<file path="src/rtl/dec_entry_pkg.sv">
// dec_entry_pkg: shared types and limits for the decimal-entry front end
package dec_entry_pkg;
  localparam int MAX_DIGITS = 3;
  localparam logic [3:0] BCD_MAX = 4'd9;
  localparam logic [9:0] BIN_MAX = 10'd255;
  typedef enum logic [1:0] {IDLE = 2'd0, ENTRY = 2'd1, CONV = 2'd2} state_e;
  localparam logic [1:0] S_IDLE  = IDLE;
  localparam logic [1:0] S_ENTRY = ENTRY;
  localparam logic [1:0] S_CONV  = CONV;
endpackage

</file>
<file path="src/rtl/dec_entry_if.sv">
// dec_entry_if: keypad strobes in, echo and converted result out
interface dec_entry_if;
  logic        digit_valid;
  logic [3:0]  digit;
  logic        bksp;
  logic        clear;
  logic        enter;
  logic        ready;
  logic [1:0]  count;
  logic [11:0] echo_bcd;
  logic [7:0]  write_data;
  logic        write_valid;
  logic        ovf;
  logic        bad_digit;
  modport master (output digit_valid, digit, bksp, clear, enter,
                  input ready, count, echo_bcd, write_data, write_valid, ovf, bad_digit);
  modport slave  (input digit_valid, digit, bksp, clear, enter,
                  output ready, count, echo_bcd, write_data, write_valid, ovf, bad_digit);
endinterface

</file>
<file path="src/rtl/dec_entry_mul10_add.sv">
// mul10_add: one decimal multiply-accumulate step, acc*10 + digit
module mul10_add (
  input  logic [9:0] acc,
  input  logic [3:0] digit,
  output logic [9:0] res
);
  assign res = (acc << 3) + (acc << 1) + {6'd0, digit};
endmodule

</file>
<file path="src/rtl/dec_entry.sv">
// dec_entry: collects up to three BCD digits and converts them to an 8-bit value
module dec_entry #(
  parameter int MAX_DIGITS = 3
) (
  input  logic        clk,
  input  logic        rst_n,
  dec_entry_if.slave  bus
);
  import dec_entry_pkg::*;
  logic [1:0]  state_q, state_d, count_q, count_d, step_q, step_d;
  logic [11:0] echo_q, echo_d;
  logic [9:0]  acc_q, acc_d, mac;
  logic [7:0]  wdata_q, wdata_d;
  logic        wvalid_q, wvalid_d, ovf_q, ovf_d, bad_q, bad_d;
  logic [3:0]  cur;
  // hundreds, tens, units in step order; leading zeros keep right alignment correct
  assign cur = step_q == 2'd0 ? echo_q[11:8] : step_q == 2'd1 ? echo_q[7:4] : echo_q[3:0];
  mul10_add u_mac (.acc(acc_q), .digit(cur), .res(mac));
  always_comb begin
    state_d  = state_q;
    count_d  = count_q;
    step_d   = step_q;
    echo_d   = echo_q;
    acc_d    = acc_q;
    wdata_d  = wdata_q;
    wvalid_d = 1'b0;
    ovf_d    = 1'b0;
    bad_d    = 1'b0;
    if (state_q == S_CONV) begin
      acc_d  = mac;
      step_d = step_q + 2'd1;
      if (step_q == 2'd2) begin
        state_d  = S_IDLE;
        count_d  = 2'd0;
        echo_d   = 12'd0;
        step_d   = 2'd0;
        wvalid_d = mac <= BIN_MAX;
        ovf_d    = mac > BIN_MAX;
        wdata_d  = mac <= BIN_MAX ? mac[7:0] : wdata_q;
      end
    end else if (bus.clear) begin
      state_d = S_IDLE;
      count_d = 2'd0;
      echo_d  = 12'd0;
    end else if (bus.enter) begin
      if (count_q != 2'd0) begin
        state_d = S_CONV;
        acc_d   = 10'd0;
        step_d  = 2'd0;
      end
    end else if (bus.bksp) begin
      if (count_q != 2'd0) begin
        echo_d  = {4'd0, echo_q[11:4]};
        count_d = count_q - 2'd1;
        state_d = count_q == 2'd1 ? S_IDLE : S_ENTRY;
      end
    end else if (bus.digit_valid) begin
      if (bus.digit <= BCD_MAX && count_q < 2'(MAX_DIGITS)) begin
        echo_d  = {echo_q[7:0], bus.digit};
        count_d = count_q + 2'd1;
        state_d = S_ENTRY;
      end else begin
        bad_d = 1'b1;
      end
    end
  end
  always_ff @(posedge clk or negedge rst_n) begin
    if (!rst_n) begin
      state_q  <= S_IDLE;
      count_q  <= 2'd0;
      step_q   <= 2'd0;
      echo_q   <= 12'd0;
      acc_q    <= 10'd0;
      wdata_q  <= 8'd0;
      wvalid_q <= 1'b0;
      ovf_q    <= 1'b0;
      bad_q    <= 1'b0;
    end else begin
      state_q  <= state_d;
      count_q  <= count_d;
      step_q   <= step_d;
      echo_q   <= echo_d;
      acc_q    <= acc_d;
      wdata_q  <= wdata_d;
      wvalid_q <= wvalid_d;
      ovf_q    <= ovf_d;
      bad_q    <= bad_d;
    end
  end
  assign bus.ready       = state_q != S_CONV;
  assign bus.count       = count_q;
  assign bus.echo_bcd    = echo_q;
  assign bus.write_data  = wdata_q;
  assign bus.write_valid = wvalid_q;
  assign bus.ovf         = ovf_q;
  assign bus.bad_digit   = bad_q;
endmodule

</file>
<file path="src/flat_wrapper.sv">
// flat-port wrapper written by rule: the top's interface ports become plain ports
module dec_entry_flat import dec_entry_pkg::*;
#(
  parameter int MAX_DIGITS = 3
)
  (clk, rst_n, bus_digit_valid, bus_digit, bus_bksp, bus_clear, bus_enter, bus_ready, bus_count, bus_echo_bcd, bus_write_data, bus_write_valid, bus_ovf, bus_bad_digit);
  dec_entry_if bus_i ();
  input  logic clk;
  input  logic rst_n;
  input wire logic [$bits(bus_i.digit_valid)-1:0] bus_digit_valid;
  input wire logic [$bits(bus_i.digit)-1:0] bus_digit;
  input wire logic [$bits(bus_i.bksp)-1:0] bus_bksp;
  input wire logic [$bits(bus_i.clear)-1:0] bus_clear;
  input wire logic [$bits(bus_i.enter)-1:0] bus_enter;
  output wire logic [$bits(bus_i.ready)-1:0] bus_ready;
  output wire logic [$bits(bus_i.count)-1:0] bus_count;
  output wire logic [$bits(bus_i.echo_bcd)-1:0] bus_echo_bcd;
  output wire logic [$bits(bus_i.write_data)-1:0] bus_write_data;
  output wire logic [$bits(bus_i.write_valid)-1:0] bus_write_valid;
  output wire logic [$bits(bus_i.ovf)-1:0] bus_ovf;
  output wire logic [$bits(bus_i.bad_digit)-1:0] bus_bad_digit;
  assign bus_i.digit_valid = bus_digit_valid;
  assign bus_i.digit = bus_digit;
  assign bus_i.bksp = bus_bksp;
  assign bus_i.clear = bus_clear;
  assign bus_i.enter = bus_enter;
  assign bus_ready = bus_i.ready;
  assign bus_count = bus_i.count;
  assign bus_echo_bcd = bus_i.echo_bcd;
  assign bus_write_data = bus_i.write_data;
  assign bus_write_valid = bus_i.write_valid;
  assign bus_ovf = bus_i.ovf;
  assign bus_bad_digit = bus_i.bad_digit;
  dec_entry #(.MAX_DIGITS(MAX_DIGITS)) u_core (.clk(clk), .rst_n(rst_n), .bus(bus_i));
endmodule
</file>
<file path="config.mk">
export PLATFORM = sky130hd
export DESIGN_NAME = dec_entry_flat
export DESIGN_NICKNAME = d
export VERILOG_FILES = /design/src/rtl/dec_entry_pkg.sv /design/src/rtl/dec_entry_if.sv /design/src/rtl/dec_entry_mul10_add.sv /design/src/rtl/dec_entry.sv /design/src/flat_wrapper.sv
export SDC_FILE = /design/constraint.sdc
export NUM_CORES = 1
export LEC_CHECK = 0
export CORE_MARGIN = 2
export CORE_UTILIZATION = 50
export CTS_BUF_LIST = sky130_fd_sc_hd__clkbuf_8
export CTS_CLUSTER_DIAMETER = 80
export DETAILED_ROUTE_END_ITERATION = 10
export PLACE_DENSITY = 0.74
export SYNTH_ARGS = -nofsm -noshare
export SYNTH_HDL_FRONTEND = slang
export SYNTH_SLANG_ARGS = --single-unit
</file>
<file path="constraint.sdc">
create_clock -name clk -period 4.4 [get_ports clk]
set_input_delay 0.88 -clock clk [delete_from_list [all_inputs] [get_ports clk]]
set_output_delay 0.88 -clock clk [all_outputs]
set_load 0.01 [all_outputs]
</file>
# ---- Word-level counts from Yosys, hierarchy flattened
# Index checks and enable logic that the tools add are counted.
dict set report classes {
  add_sub_neg 5
  mul 0
  n_div 0
  n_lt_le_gt_ge 4
  eq_ne 10
  shifts 0
  n_mux 46
  bitwise 0
  n_reduce_logical 13
}
# cell count
set op_table {}
lappend op_table {{$mux W12} 8}
lappend op_table {{$mux W2} 21}
lappend op_table {{$mux W9} 4}
lappend op_table {{$mux W1} 11}
lappend op_table {{$add A10 B10 Y10} 1}
lappend op_table {{$add A10 B4 Y10} 1}
lappend op_table {{$gt A10 B8 Y1 const B} 1}
lappend op_table {{$le A10 B8 Y1 const B} 1}
lappend op_table {{$reduce_and A5 Y1} 2}
lappend op_table {{$reduce_bool A5 Y1} 2}
lappend op_table {{$mux W4} 2}
lappend op_table {{$reduce_bool A4 Y1} 2}
lappend op_table {{$reduce_and A3 Y1} 2}
lappend op_table {{$reduce_bool A2 Y1} 3}
lappend op_table {{$add A2 B1 Y2 const B} 2}
lappend op_table {{$eq A2 B1 Y1 const B} 2}
lappend op_table {{$eq A2 B2 Y1 const B} 2}
lappend op_table {{$le A4 B4 Y1 const B} 1}
lappend op_table {{$ne A2 B2 Y1 const B} 2}
lappend op_table {{$ne A4 B1 Y1 const B} 1}
lappend op_table {{$ne A4 B2 Y1 const B} 1}
lappend op_table {{$ne A3 B2 Y1 const B} 1}
lappend op_table {{$logic_not A2 Y1} 1}
lappend op_table {{$lt A2 B2 Y1 const B} 1}
lappend op_table {{3 further kinds} 3}
dict set report totals {
  register_bits 38
  latch_bits 0
  ram_bits 0
  romBits 0
  in_bits 10
  mem_count 0
}

# ---- Depth between registers and ports, before layout
dict set report depth {
  ltp_word 8
  ltp_mapped 11
  depth_no_buf 10
}

# ---- Modules after synthesis
# A second synthesis with hierarchy kept.
dict set report hier_totals {
  hier_cells 202
  area_unflattened_um2 2352.3
}
# module instances cells_each area_per_inst_um2
set modules_own_cells {}
lappend modules_own_cells {dec_entry 1 156 1934.4}
lappend modules_own_cells {mul10_add 1 46 417.9}

# ---- Least setup slack after synthesis
# Ideal clock, no wire load.
dict set report synth_timing {
  path_kind {register to register}
  startpoint {register u_core.step_q[0]}
  endpoint {register u_core.wdata_q[0] (netlist: u_core.bus.write_data[0])}
  arrival_ps 2918
  required_ps 4275
  slack_ps 1357
  stages_incl_launch_ff 11
  n_path_buf 1
  period_less_slack_ps 3043
  path_cell_list {dfrtp_1 buf_2 mux2i_1 o21ai_0 fa_1 fa_1 a211oi_1 or4b_1 nand4_1 a21oi_4 mux2_2}
}
dict set report synth_between {
  elab_chain_len 6
}
# item line
set synth_rtl {}
lappend synth_rtl {{from (decl)} dec_entry.sv:10} ;# logic [1:0] state_q, state_d, count_q, count_d, step_q, step_d;
lappend synth_rtl {{from (signal assigned)} dec_entry.sv:81} ;# step_q <= step_d;
lappend synth_rtl {{$eq A2 B1 Y1} dec_entry.sv:17} ;# assign cur = step_q == 2'd0 ? echo_q[11:8] : step_q == 2'd1 ? echo_q[7:4] : echo_q[3:0];
lappend synth_rtl {{$mux W4 (2 in a row)} dec_entry.sv:17}
lappend synth_rtl {{$add A10 B4 Y10} dec_entry_mul10_add.sv:7} ;# assign res = (acc << 3) + (acc << 1) + {6'd0, digit};
lappend synth_rtl {{$le A10 B8 Y1} dec_entry.sv:39} ;# wdata_d = mac <= BIN_MAX ? mac[7:0] : wdata_q;
lappend synth_rtl {{$reduce_and A3 Y1 (no line)} --}
lappend synth_rtl {{to (signal assigned)} dec_entry.sv:84} ;# wdata_q <= wdata_d;
lappend synth_rtl {{to (decl)} dec_entry.sv:13} ;# logic [7:0] wdata_q, wdata_d;
# Parallel ways exist; a longest one is shown, timed or not.
# A chain may end at the register's enable or synchronous reset.

# ---- Worst setup path in the final report
dict set report layout_timing {
  startpoint {register u_core.step_q[0]}
  endpoint {register u_core.wdata_q[3] (netlist: u_core.bus.write_data[3])}
}
# The elaborated chain is that of the path after synthesis.

==> metrics.md <==
| Metric | Value |
|---|---|
| Most common flop cell mapped by yosys | dfrtp_1 |
| HP Start | u_core.state_q[0]$_DFFE_PN0P_ |
| Total grt overflow | 0 |
| Port Buffer Count | 35 |
| Initial Util | 51.4% |
| Antenna Violating Nets Remaining | 0 |
| Antenna Diode Count | 0 |
| Gpl congestion | 0.784 |
| Worst setup SP type | flip-flop |
| Ys async rst share | 100% |
| Total Wirelength | 4.29 mm |
| Final Cycle Share | 74.1% |
| Crit path DAT | 3440 ps |
| Worst Tran Pin Value | 1040 ps |
| Synth Cell Area | 2210 um2 |
| CORE AREA | 4290 um2 |
| First-pass GRT wire length | 7.45 mm |
| R2r startpoint | u_core.step_q[0]$_DFFE_PN0P_ |
| Yosys reg bits | 38 |
| Final Cell Area | 2660 um2 |
| NumNets Final | 266 |
| CTS clk-pin slew, worst paths | 70 ps |
| Worst R2R End | u_core.bus.write_data[3]$_DFFE_PN0P_ |
| Initial antenna violation count | 0 |
| H-tree depth | 2 |
| Cell Area, Placed | 2590 um2 |
| Crit end category | flip-flop |
| Post-CTS setup buffer count | 0 |
| Power, Total | 1.52 mW |
| Rows | 24 |
| Cells after Synth | 202 |
| LEAKAGE | 1.32 nW |
| Fill cells | 380 |
| Wire length per cell | 14.9 um |
| Power per cell area | 570 nW/um2 |
| Worst slew margin | 30.4% |
| # IOs | 36 |
| Clock Path Buffers | 2 |
| Gr usage total | 19.3% |
| Largest net degree at the start of global routing | 39 |
| Part of the Yosys area used for sequential elements | 43.1% |
| Crit path time final | 3260 ps |
| Hold Crit Depth | 1 |
| Final setup fails | 0 |
| Commonest non-fill, non-tap cell in the layout | dfrtp_1 |
| Hold crit path type | reg2reg |
| Vias in the first global route | 1,596 |
| Area Overhead vs Synth | 20.7% |
| Data required time of the worst path | 4580 ps |
| Syn Nets | 231 |
| DRT Pass-1 Iters | 4 |
| DR DRC count | 0 |
| Dpl hpwl | 3.11 mm |
| Die X | 70.4 um |
| R2r worst-path depth | 9 |
| Hold Violations, Final | 0 |
| Post-synth EDFFs | 0 |
| Share of post-route cells with drive strength above 1 | 11.4% |
| Final Core Density | 62.0% |
| Min-Delay Endpoint | u_core.state_q[0]$_DFFE_PN0P_ |
| Fmax | 0.307 GHz |
| Crit Path Category | reg2reg |
| Register-to-Register Setup Slack | 1140 ps |
| Setup total negative slack | 0 ps |
| Status | complete, no violations |
| Yosys warns | 0 |
| Post-Syn Area per Cell | 10.9 um2 |
| Clock sink count | 38 |
| Clk_lat worst skew | 300 ps |
| Synth cell types | 38 |
| Vias | 1,599 |
| Inserted Clock Buffers | 5 |
| CTS hold repair buffers | 0 |
| Leading cell types in the layout, fill and taps excluded | dfrtp_1 (38), clkdlybuf4s50_1 (34), mux2i_1 (19) |
| Max_cap viols | 0 |
| CTS Root Cell | clkbuf_8 |
| Final Max Slew Viols | 0 |
| RSZ-0062 raised after global routing | false |
| Worst Skew | 3.80 ps |
| Die height | 70.4 um |
| Max FO, Critical Path | 9 |
| CTS tree | yes |
| Worst-case vdd ir drop | 241 uV |
| Die ar. | 4960 um2 |
| Initial drt markers | 72 |
| Drt via density | 5.53 |
| Post-CTS Resized | 0 |
stage by stage:
stage / instances / hold WS [ps] / worst slack (ps)
detailed placement: 282 / 488 / 1100
global route: 289 / 533 / 796
floorplan: 202 / 470 / 1360
finish: 289 / 503 / 1140
global placement: 282 / 484 / 1180
CTS: 289 / 504 / 1090
metal layers:
metal | wire (um) | up-vias | global-route usage (%)
met2 | 1980 | 31 | 29.0
met1 | 2020 | 773 | 25.8
li1 | - | 786 | -
met4 | 97 | 0 | 8.55
met3 | 189 | 9 | 5.63
met5 | 0 | - | 0
flip-flops by register name, summed over array words and instances, names as in the netlist:
register / cells
u_core.acc_q: 9
u_core.bus.write_data: 8
u_core.bus.count: 2
u_core.step_q: 2
u_core.bus.ovf: 1
u_core.bus.echo_bcd: 12
u_core.bus.bad_digit: 1
u_core.bus.write_valid: 1
u_core.state_q: 2
Yosys cell counts (2+ instances only):
cell	number	area [um2]
nand2_1	14	52.6
o21ai_0	9	45.0
nor3_1	2	10.0
buf_2	3	15.0
clkbuf_1	4	15.0
fa_1	2	40.0
a31oi_1	2	12.5
nor2b_1	2	12.5
a211oi_1	3	22.5
nor2_1	10	37.5
o22ai_1	2	12.5
xor2_1	4	35.0
dfrtp_1	38	951
nor3b_1	2	15.0
inv_1	12	45.0
and3_1	2	12.5
mux2_2	17	191
mux2i_1	19	190
nand3_1	4	20.0
a22o_1	8	70.1
ha_1	17	213
a21oi_1	8	40.0
xnor2_1	3	26.3
worst max-delay path, stage by stage, from the launching register on:
cell	delay [ps]
dfrtp_1	530
mux2i_1	210
o21ai_0	110
fa_1	500
fa_1	490
a211oi_1	280
or4b_1	170
nand4_1	130
a21oi_4	340
mux2_2	380
area by class of cell:
| class | count | area (um2) | share of cell area [%] |
|---|---|---|---|
| multi-input combinational | 143 | 1170 | 43.9 |
| clock inverter | 2 | 7.51 | 0.282 |
| clock buffer | 5 | 68.8 | 2.58 |
| sequential | 38 | 951 | 35.7 |
| tap | 52 | 65.1 | 2.44 |
| timing repair buffer | 36 | 353 | 13.2 |
| inverter | 13 | 48.8 | 1.83 |
worst max-delay path by stage:
stage                                            start                              endpoint  slack, ps  depth (start not counted)
after floorplan           u_core.step_q[0]$_DFFE_PN0P_  u_core.bus.write_data[0]$_DFFE_PN0P_       1360                         10
after global placement    u_core.step_q[0]$_DFFE_PN0P_  u_core.bus.write_data[7]$_DFFE_PN0P_       1180                          9
after detailed placement  u_core.step_q[0]$_DFFE_PN0P_  u_core.bus.write_data[3]$_DFFE_PN0P_       1100                          9
after CTS                 u_core.step_q[0]$_DFFE_PN0P_  u_core.bus.write_data[3]$_DFFE_PN0P_       1090                          9
after global routing      u_core.step_q[0]$_DFFE_PN0P_  u_core.bus.write_data[3]$_DFFE_PN0P_        800                          9
final                     u_core.step_q[0]$_DFFE_PN0P_  u_core.bus.write_data[3]$_DFFE_PN0P_       1140                          9
kinds of logic after synthesis:
group,synth area share [%]
compound gates,12.1
mux,17.3
simple gates,9.35
xor+xnor,2.78
flops,43.1
fa+ha+maj,11.5
buf+inv,3.91
report_power, final:
part           internal, mW  switching [mW]  total [mW]  leakage, nW
Combinational         0.376           0.370       0.746        0.759
Sequential            0.452          0.0951       0.548        0.515
Clock                 0.104           0.119       0.223       0.0466
Total                 0.933           0.584        1.52         1.32
Note: power is estimated with default switching activity, not from simulation.
